File: config.mk
export PLATFORM = sky130hd
export DESIGN_NAME = gate_controller
export DESIGN_NICKNAME = d
export VERILOG_FILES = /design/src/rtl/gate_controller.sv
export SDC_FILE = /design/constraint.sdc
export NUM_CORES = 1
export LEC_CHECK = 0
export ABC_CLOCK_PERIOD_IN_PS = 4400
export CAP_MARGIN = 20
export CORE_MARGIN = 4
export CORE_UTILIZATION = 55
export DETAILED_ROUTE_END_ITERATION = 16
export PLACE_DENSITY = 0.89
export REMOVE_ABC_BUFFERS = 1
export SLEW_MARGIN = 20
export SYNTH_ARGS = -nofsm -noshare
export SYNTH_HDL_FRONTEND = slang
export SYNTH_SLANG_ARGS = --single-unit
File: constraint.sdc
create_clock -name clk -period 4.4 [get_ports clk]
set_input_delay 0.88 -clock clk [delete_from_list [all_inputs] [get_ports clk]]
set_output_delay 0.88 -clock clk [all_outputs]
set_load 0.01 [all_outputs]
File: src/rtl/gate_controller.sv
// gate_controller: entry-barrier controller for the parking lot.
// Debounces entry/pass/exit sensors, tracks occupancy, drives the gate.
//
// Ports:
//   clk, reset     - clock, synchronous active-high reset
//   entry_sensor   - raw: car waiting at the barrier
//   pass_sensor    - raw: beam behind the barrier broken
//   exit_sensor    - raw: car leaving at the exit lane
//   cd_value       - current value of the downstream countdown
//   cd_start       - one-cycle countdown start pulse
//   cd_time        - countdown load value (OPEN_TIME while cd_start)
//   gate_open      - barrier motor command
//   lot_full       - occupancy == CAPACITY
//   occupancy      - cars in the lot
//   timeout_err    - one-cycle pulse: closed by expiry, no pass seen
module gate_controller #(
  parameter int CAPACITY  = 100,
  parameter int OPEN_TIME = 30,
  parameter int DEBOUNCE  = 4
) (
  input  logic       clk,
  input  logic       reset,
  input  logic       entry_sensor,
  input  logic       pass_sensor,
  input  logic       exit_sensor,
  input  logic [6:0] cd_value,
  output logic       cd_start,
  output logic [6:0] cd_time,
  output logic       gate_open,
  output logic       lot_full,
  output logic [7:0] occupancy,
  output logic       timeout_err
);

  localparam int CW = $clog2(DEBOUNCE + 1);
  localparam logic [CW-1:0] DB_MAX = CW'(DEBOUNCE);
  localparam logic [7:0] CAP = 8'(CAPACITY);
  localparam logic [6:0] OT  = 7'(OPEN_TIME);

  localparam logic [1:0] S_IDLE  = 2'd0;
  localparam logic [1:0] S_OPEN  = 2'd1;
  localparam logic [1:0] S_WAIT  = 2'd2;
  localparam logic [1:0] S_CLOSE = 2'd3;

  // index 0 = entry, 1 = pass, 2 = exit
  logic [2:0]         raw;
  logic [2:0][CW-1:0] db_cnt_q;
  logic [2:0][CW-1:0] db_cnt_d;
  logic [2:0]         lvl_q;
  logic [2:0]         evt_q;

  logic [1:0] state_q;
  logic [1:0] state_d;
  logic [1:0] guard_q;
  logic [1:0] guard_d;
  logic [7:0] occ_q;
  logic [7:0] occ_d;
  logic       tmo_q;
  logic       tmo_d;
  logic       inc;
  logic       ent_evt;
  logic       pas_evt;
  logic       ext_evt;

  assign raw = {exit_sensor, pass_sensor, entry_sensor};

  always_comb begin
    db_cnt_d = db_cnt_q;
    for (int i = 0; i < 3; i++) begin
      if (!raw[i]) begin
        db_cnt_d[i] = '0;
      end else if (db_cnt_q[i] != DB_MAX) begin
        db_cnt_d[i] = db_cnt_q[i] + CW'(1);
      end
    end
  end

  // Level follows the saturated counter one cycle later; the
  // event fires once per accepted level rise.
  always_ff @(posedge clk) begin
    if (reset) begin
      db_cnt_q <= '0;
      lvl_q    <= '0;
      evt_q    <= '0;
    end else begin
      db_cnt_q <= db_cnt_d;
      for (int i = 0; i < 3; i++) begin
        lvl_q[i] <= (db_cnt_q[i] == DB_MAX);
        evt_q[i] <= (db_cnt_q[i] == DB_MAX) && !lvl_q[i];
      end
    end
  end

  assign ent_evt = evt_q[0];
  assign pas_evt = evt_q[1];
  assign ext_evt = evt_q[2];

  always_comb begin
    state_d = state_q;
    guard_d = guard_q;
    tmo_d   = 1'b0;
    inc     = 1'b0;
    unique case (state_q)
      S_IDLE: begin
        if (ent_evt && !lot_full) begin
          state_d = S_OPEN;
        end
      end
      S_OPEN: begin
        guard_d = 2'd0;
        state_d = S_WAIT;
      end
      S_WAIT: begin
        // guard hides cd_value while the countdown loads
        if (guard_q != 2'd2) begin
          guard_d = guard_q + 2'd1;
        end
        if (pas_evt) begin
          inc     = (occ_q < CAP);
          state_d = S_CLOSE;
        end else if (guard_q == 2'd2 && cd_value == 7'd0) begin
          tmo_d   = 1'b1;
          state_d = S_CLOSE;
        end
      end
      S_CLOSE: begin
        state_d = S_IDLE;
      end
      default: begin
        state_d = S_IDLE;
      end
    endcase
  end

  // a counted pass and an exit in the same cycle cancel out
  always_comb begin
    occ_d = occ_q;
    if (inc && !ext_evt) begin
      occ_d = occ_q + 8'd1;
    end else if (ext_evt && !inc && occ_q != 8'd0) begin
      occ_d = occ_q - 8'd1;
    end
  end

  always_ff @(posedge clk) begin
    if (reset) begin
      state_q <= S_IDLE;
      guard_q <= 2'd0;
      occ_q   <= 8'd0;
      tmo_q   <= 1'b0;
    end else begin
      state_q <= state_d;
      guard_q <= guard_d;
      occ_q   <= occ_d;
      tmo_q   <= tmo_d;
    end
  end

  assign gate_open   = (state_q == S_OPEN) || (state_q == S_WAIT);
  assign cd_start    = (state_q == S_OPEN);
  assign cd_time     = cd_start ? OT : 7'd0;
  assign lot_full    = (occ_q == CAP);
  assign occupancy   = occ_q;
  assign timeout_err = tmo_q;

endmodule

==> reports/results.ini, run 1 <==
[outcome]
outcome=finished, final reports clean

[place]
place.gp.congestion=0.982
io_buffer_count=27
dp_hpwl_microns=2300
dp_cells=236
pre_cts_slack_ps=1120

[layout]
final_core_util_pct=68.7
drive_above_1_share_pct=4.31
final_common_cell=dfxtp_1
nets=241
syn_to_final_growth_pct=19.3
diodes=0
fillCellCount=219
fin_cells=240
layout_common_cells=dfxtp_1 (28), nor2_1 (27), clkdlybuf4s50_1 (27)

[timing]
tns_ps=0
max-slew-margin-rel_pct=43.0
setup_slack_ps=820
finClkSkew_ps=10.5
post-route-period-util_pct=81.4
period_needed_ps=3580
worst_slew_pin_slew_ps=852
maxSlewViolCount=0
hold_viol_final=0
max_freq_ghz=0.279
rsz0062_at_grt=false
holdWs_ps=408
setup_violations=0

[die]
rows=19
die_w_microns=62.0
dieArea_sq_um=3840
initial_utilization_pct=57.6
core-area_sq_um=2780
io_pins=31
die_y_microns=62.0

[critical_path]
slowest_stage=or4_4
setup.worst_path.end_class=register
crit_buf_inv=3
arrival_ps=3830
worstPathRequired_ps=4650
path_max_fanout=7
cpMostUsedCell=inv_1
cp-start-kind=register
cp_cell_sequence=inv_1, ha_1, inv_1, or4_4, nor2_1, inv_1, ha_1, a21oi_1, nand2_1, a21oi_1, mux2i_1, mux2_2
crit_type=register to register
worst_path_largest_cell_delay_ps=550
crit_family=simple AND/OR/NAND/NOR gates

[power_and_ir_drop]
irDropWorstVdd_v=0.000243
power.leakage_nw=0.751
powerDensity_nw_per_um2=300

[yosys]
synthMuxAreaShare_pct=5.23
postSynthAreaPerCell_sq_um=8.66
synth_top_family_by_area=simple AND/OR/NAND/NOR gates
netlist_instances=185
synth_area_leader_cell=dfxtp_1
yosysUniqueCellTypes=35
synthSimpleGateAreaFrac_pct=22.2
synth-xor-area-share_pct=4.37
synth_area_leaders=dfxtp_1 (35%), ha_1 (14%), nor2_1 (6.3%)
synth_fa_ha_area_share_pct=15.3
ys_seq_elements=28
synth_compound_area_share_pct=10.5
yosysSeqAreaShare_pct=35.0
synth_warnings=0
synth_top_area_share_pct=35.0
syn_area_sq_um=1600

[global_routing]
grt_pass1_vias=1137
track_usage_pct=17.3
grt_pass1_wl_microns=4910
antenna_found_initial=0
grt.overflow.total=0
grt_max_degree=25

[detailed_routing]
num_vias=1317
finalWirelength_microns=3080
wl_per_cell_microns=12.8
avgViaCountPerCell=5.49
firstDrtPassIters=4
first_iter_violations=41
ant_nets=0
drc=0

[flow_run]
drv_cap=0

[clocking]
worstSkewPairLatency_ps=340
cts_setup_buffers=0
hold_buffers=0
h-tree-depth=1
cts.path.max_buffers=2
cts_buffers=3
cts-root-buf=clkbuf_4
cts_tree=yes
clkTransAtPathRegs_ps=150
cts_resized=0
cts.sinks=28

[worst_hold_path]
min_path_type=register to register

==> logic make-up after synthesis <==
kind of cell / Yosys count
multiplexers: 7
other: 1
AO/OA/AOI/OAI: 25
adder cells (fa/ha/maj): 19
buffers and inverters: 24
AND/OR/NAND/NOR: 73
XOR/XNOR: 8
flip-flops: 28
==> worst paths after layout <==
check                           startpoint            to  slack (ps)  cells after the start
worst max-delay path            state_q[0]  occupancy[7]         820                     12
worst min-delay path              lvl_q[1]      evt_q[1]         410                      1
worst max register to register  state_q[0]  occupancy[7]         820                     12
worst min register to register    lvl_q[1]      evt_q[1]         410                      1
==> report_power, final <==
group          internal (W)  total [W]  switching (W)
clock             0.0000923   0.000169      0.0000772
sequential         0.000262   0.000269     0.00000734
combinational     0.0000721   0.000135      0.0000629
==> flip-flops by register name (all words and copies together), names as in the netlist <==
| name | cells |
|---|---|
| lvl_q | 3 |
| db_cnt_q | 9 |
| state_q | 2 |
| evt_q | 3 |
| timeout_err | 1 |
| guard_q | 2 |
| occupancy | 8 |
==> per-stage QoR <==
step                instance area (sq um)  total power, W
floorplan                            1550        0.000340
global placement                     1860        0.000405
detailed placement                   1860        0.000410
CTS                                  1910        0.000580
global route                         1910        0.000602
finish                               1910        0.000574
==> per-layer routing <==
metal / track usage, % / part of all wire, %
met3: 3.51 / 5.6
met2: 28.7 / 47
met4: 8.18 / 2.6
met1: 21.4 / 44
met5: 0 / 0
==> worst register-to-register path, delay by kind of cell, from the launching register on <==
| family | cells | cell delay, ps |
|---|---|---|
| AND/OR/NAND/NOR | 3 | 990 |
| multiplexers | 2 | 620 |
| adder cells (fa/ha/maj) | 2 | 610 |
| AO/OA/AOI/OAI | 2 | 490 |
| buffers and inverters | 3 | 420 |
| flip-flops | 1 | 370 |
==> synth_stat cells <==
master	instances
or4_4	1
ha_1	18
o311ai_0	1
and4_1	1
nor2_1	27
o31ai_1	2
a21boi_0	1
nor3_1	7
conb_1	1
nand2_1	14
nand2b_1	6
xnor2_1	5
o31ai_4	1
nand3_1	6
nor4_1	3
buf_4	7
a211oi_1	2
o22ai_1	1
nor4b_1	2
mux2_2	1
mux2i_4	1
fa_1	1
dfxtp_1	28
clkbuf_1	2
o311a_1	1
or3b_1	1
nor2b_1	3
xor2_1	3
o21ai_0	2
or3_2	1
or4_1	1
mux2i_1	5
a32oi_1	1
inv_1	15
a21oi_1	13
==> cell type report <==
type	instances	area, sq um	share of cell area [%]
clock buffers	3	22.5	1.18
clock inverters	1	30.0	1.57
well taps	31	38.8	2.03
inverters	15	56.3	2.95
multi-input cells	135	933	48.8
flip-flops and latches	28	561	29.3
repair buffers	27	270	14.1
(Power assumes the default switching activity.)
==> run 2, diff against run 1 <==
--- a/config.mk
+++ b/config.mk
@@ -5,12 +5,12 @@
 export SDC_FILE = /design/constraint.sdc
 export NUM_CORES = 1
 export LEC_CHECK = 0
-export ABC_CLOCK_PERIOD_IN_PS = 4400
+export ABC_CLOCK_PERIOD_IN_PS = 2920
 export CAP_MARGIN = 20
 export CORE_MARGIN = 4
-export CORE_UTILIZATION = 55
+export CORE_UTILIZATION = 46
 export DETAILED_ROUTE_END_ITERATION = 16
-export PLACE_DENSITY = 0.89
+export PLACE_DENSITY = 0.8
 export REMOVE_ABC_BUFFERS = 1
 export SLEW_MARGIN = 20
 export SYNTH_ARGS = -nofsm -noshare
==> constraint.sdc (replaced) <==
create_clock -name clk -period 2.92 [get_ports clk]
set_input_delay 0.584 -clock clk [delete_from_list [all_inputs] [get_ports clk]]
set_output_delay 0.584 -clock clk [all_outputs]
set_load 0.01 [all_outputs]
==> run 2 against run 1 <==
  * Final cell count rose by 11%
  * Worst setup slack lost 630 ps
  * Clock power fell by 7%
  * Sequential share of layout area fell by 2.1 points
  * Core utilization is 7.5 points lower
  * Global-route usage is 1.9 points lower
  * Critical path type unchanged
==> reports/results.ini, run 2 (synthesis gave the netlist of run 1 again) <==
[critical_path]
arrival_ps=2970
setup.worst_path.end_class=register
crit_family=simple AND/OR/NAND/NOR gates
r2r_slack_ps=190
crit_buf_inv=3
cp_cell_sequence=inv_1, ha_1, inv_1, or4_4, nor2_4, inv_4, ha_4, a21oi_2, nand2_1, a21oi_2, mux2i_1, mux2_2
cp-start-kind=register
path_max_fanout=7
slowest_stage=or4_4
crit_type=register to register
worstPathRequired_ps=3150
worst_path_largest_cell_delay_ps=540

[detailed_routing]
wl_per_cell_microns=12.3
finalWirelength_microns=3270
avgViaCountPerCell=5.08
num_vias=1357
ant_nets=0
drc=0
first_iter_violations=44
firstDrtPassIters=4

[power_and_ir_drop]
clockPowerShare_pct=20.2
p_sw_share_pct=27.8
combPwrFrac_pct=27.6
switchingPower_w=0.000217
power.leakage_nw=0.830
irDropWorstVdd_v=0.000292
internal-power_w=0.000562
power_frac_seq_pct=52.2
powerDensity_nw_per_um2=378

[global_routing]
track_usage_pct=15.5
antenna_found_initial=0
grt_pass1_vias=1270
grt.overflow.total=0
grt_pass1_wl_microns=5380
grt_max_degree=16

[place]
place_area_sq_um=1980
place.gp.congestion=0.829
io_buffer_count=27
dp_hpwl_microns=2630
dp_cells=264

[clocking]
cts.sinks=28
hold_buffers=0
worstSkewPairLatency_ps=320
cts-root-buf=clkbuf_4
cts.path.max_buffers=2
cts_tree=yes
clkTransAtPathRegs_ps=140
h-tree-depth=1
cts_setup_buffers=0
cts_buffers=3

[layout]
nets=254
final_common_cell=dfxtp_1
drive_above_1_share_pct=13.6
diodes=0
layout_common_cells=dfxtp_1 (27), nor2_1 (26), clkdlybuf4s50_1 (26)
fin_cells=267
largest_reg_flops=9
fillCellCount=319
final_area_sq_um=2060
syn_to_final_growth_pct=28.6
largest-register=db_cnt_q

[timing]
maxSlewViolCount=0
finClkSkew_ps=1.52
period_needed_ps=2730
rsz0062_at_grt=false
setup_violations=0
hold_viol_final=0
post-route-period-util_pct=93.6
max_freq_ghz=0.366

[die]
die_y_microns=67.0
die_w_microns=67.0
core-area_sq_um=3360
initial_utilization_pct=47.7
dieArea_sq_um=4490
io_pins=31
rows=21

[flow_run]
drv_cap=0

[worst_hold_path]
min_path_type=register to register

[outcome]
outcome=finished, final reports clean

## run 2: changes by cell type in the layout (fill, tap and decap cells not counted), moves of 3 or more
cell	before	now
a21oi_1	13	10
a21oi_2	0	3
buf_4	0	13
ha_1	18	15
ha_4	0	3
## run 2: repair_timing
item	4_1_cts	5_1_grt
resized for setup	3	10
gates cloned	0	0
hold endpoints to repair	0	0
setup endpoints to repair	1	2
## run 2: cell type report
cell class	instances	area, sq um	area share (%)
multi-input combinational	135	990	48.0
timing repair buffer	40	370	18.0
sequential	28	562	27.3
tap	46	57.6	2.79
inverter	15	58.8	2.85
clock buffer	3	22.5	1.09
## run 2: power by group through the flow
stage	registers [W]	clock network (W)	logic [W]
6_report	0.000407	0.000157	0.000215
3_3_place_gp	0.000412	0	0.000212
5_1_grt	0.000410	0.000177	0.000237
3_5_place_dp	0.000414	0	0.000217
4_1_cts	0.000406	0.000161	0.000217
2_1_floorplan	0.000411	0	0.000101
## run 2: path summary, 6_finish.rpt
check / end / start / cells after the start
worst min register to register: evt_q[0] / lvl_q[0] / 1
worst max-delay path: occupancy[7] / state_q[0] / 12
worst max register to register: occupancy[7] / state_q[0] / 12
worst min-delay path: evt_q[0] / lvl_q[0] / 1
## run 2: routing by layer
layer,up-vias,share of wire [%],global-route usage (%)
met5,-,0,0
met4,0,1.3,6.33
met3,5,3.5,3.04
met2,22,51,26.3
met1,640,45,18.8
li1,690,-,-
## run 2: metrics by stage
step / hold slack (ps) / utilization (%) / power [W] / setup TNS, ps / setup WS (ps)
floorplan: 374 / - / 0.000512 / -59.0 / -59.0
global placement: 378 / 58.7 / 0.000624 / 0 / 73.3
detailed placement: 383 / 58.7 / 0.000631 / -67.9 / -67.9
CTS: 402 / 59.6 / 0.000784 / 0 / 24.3
global route: 425 / 61.3 / 0.000824 / 0 / 25.7
finish: 401 / 61.3 / 0.000779 / 0 / 187
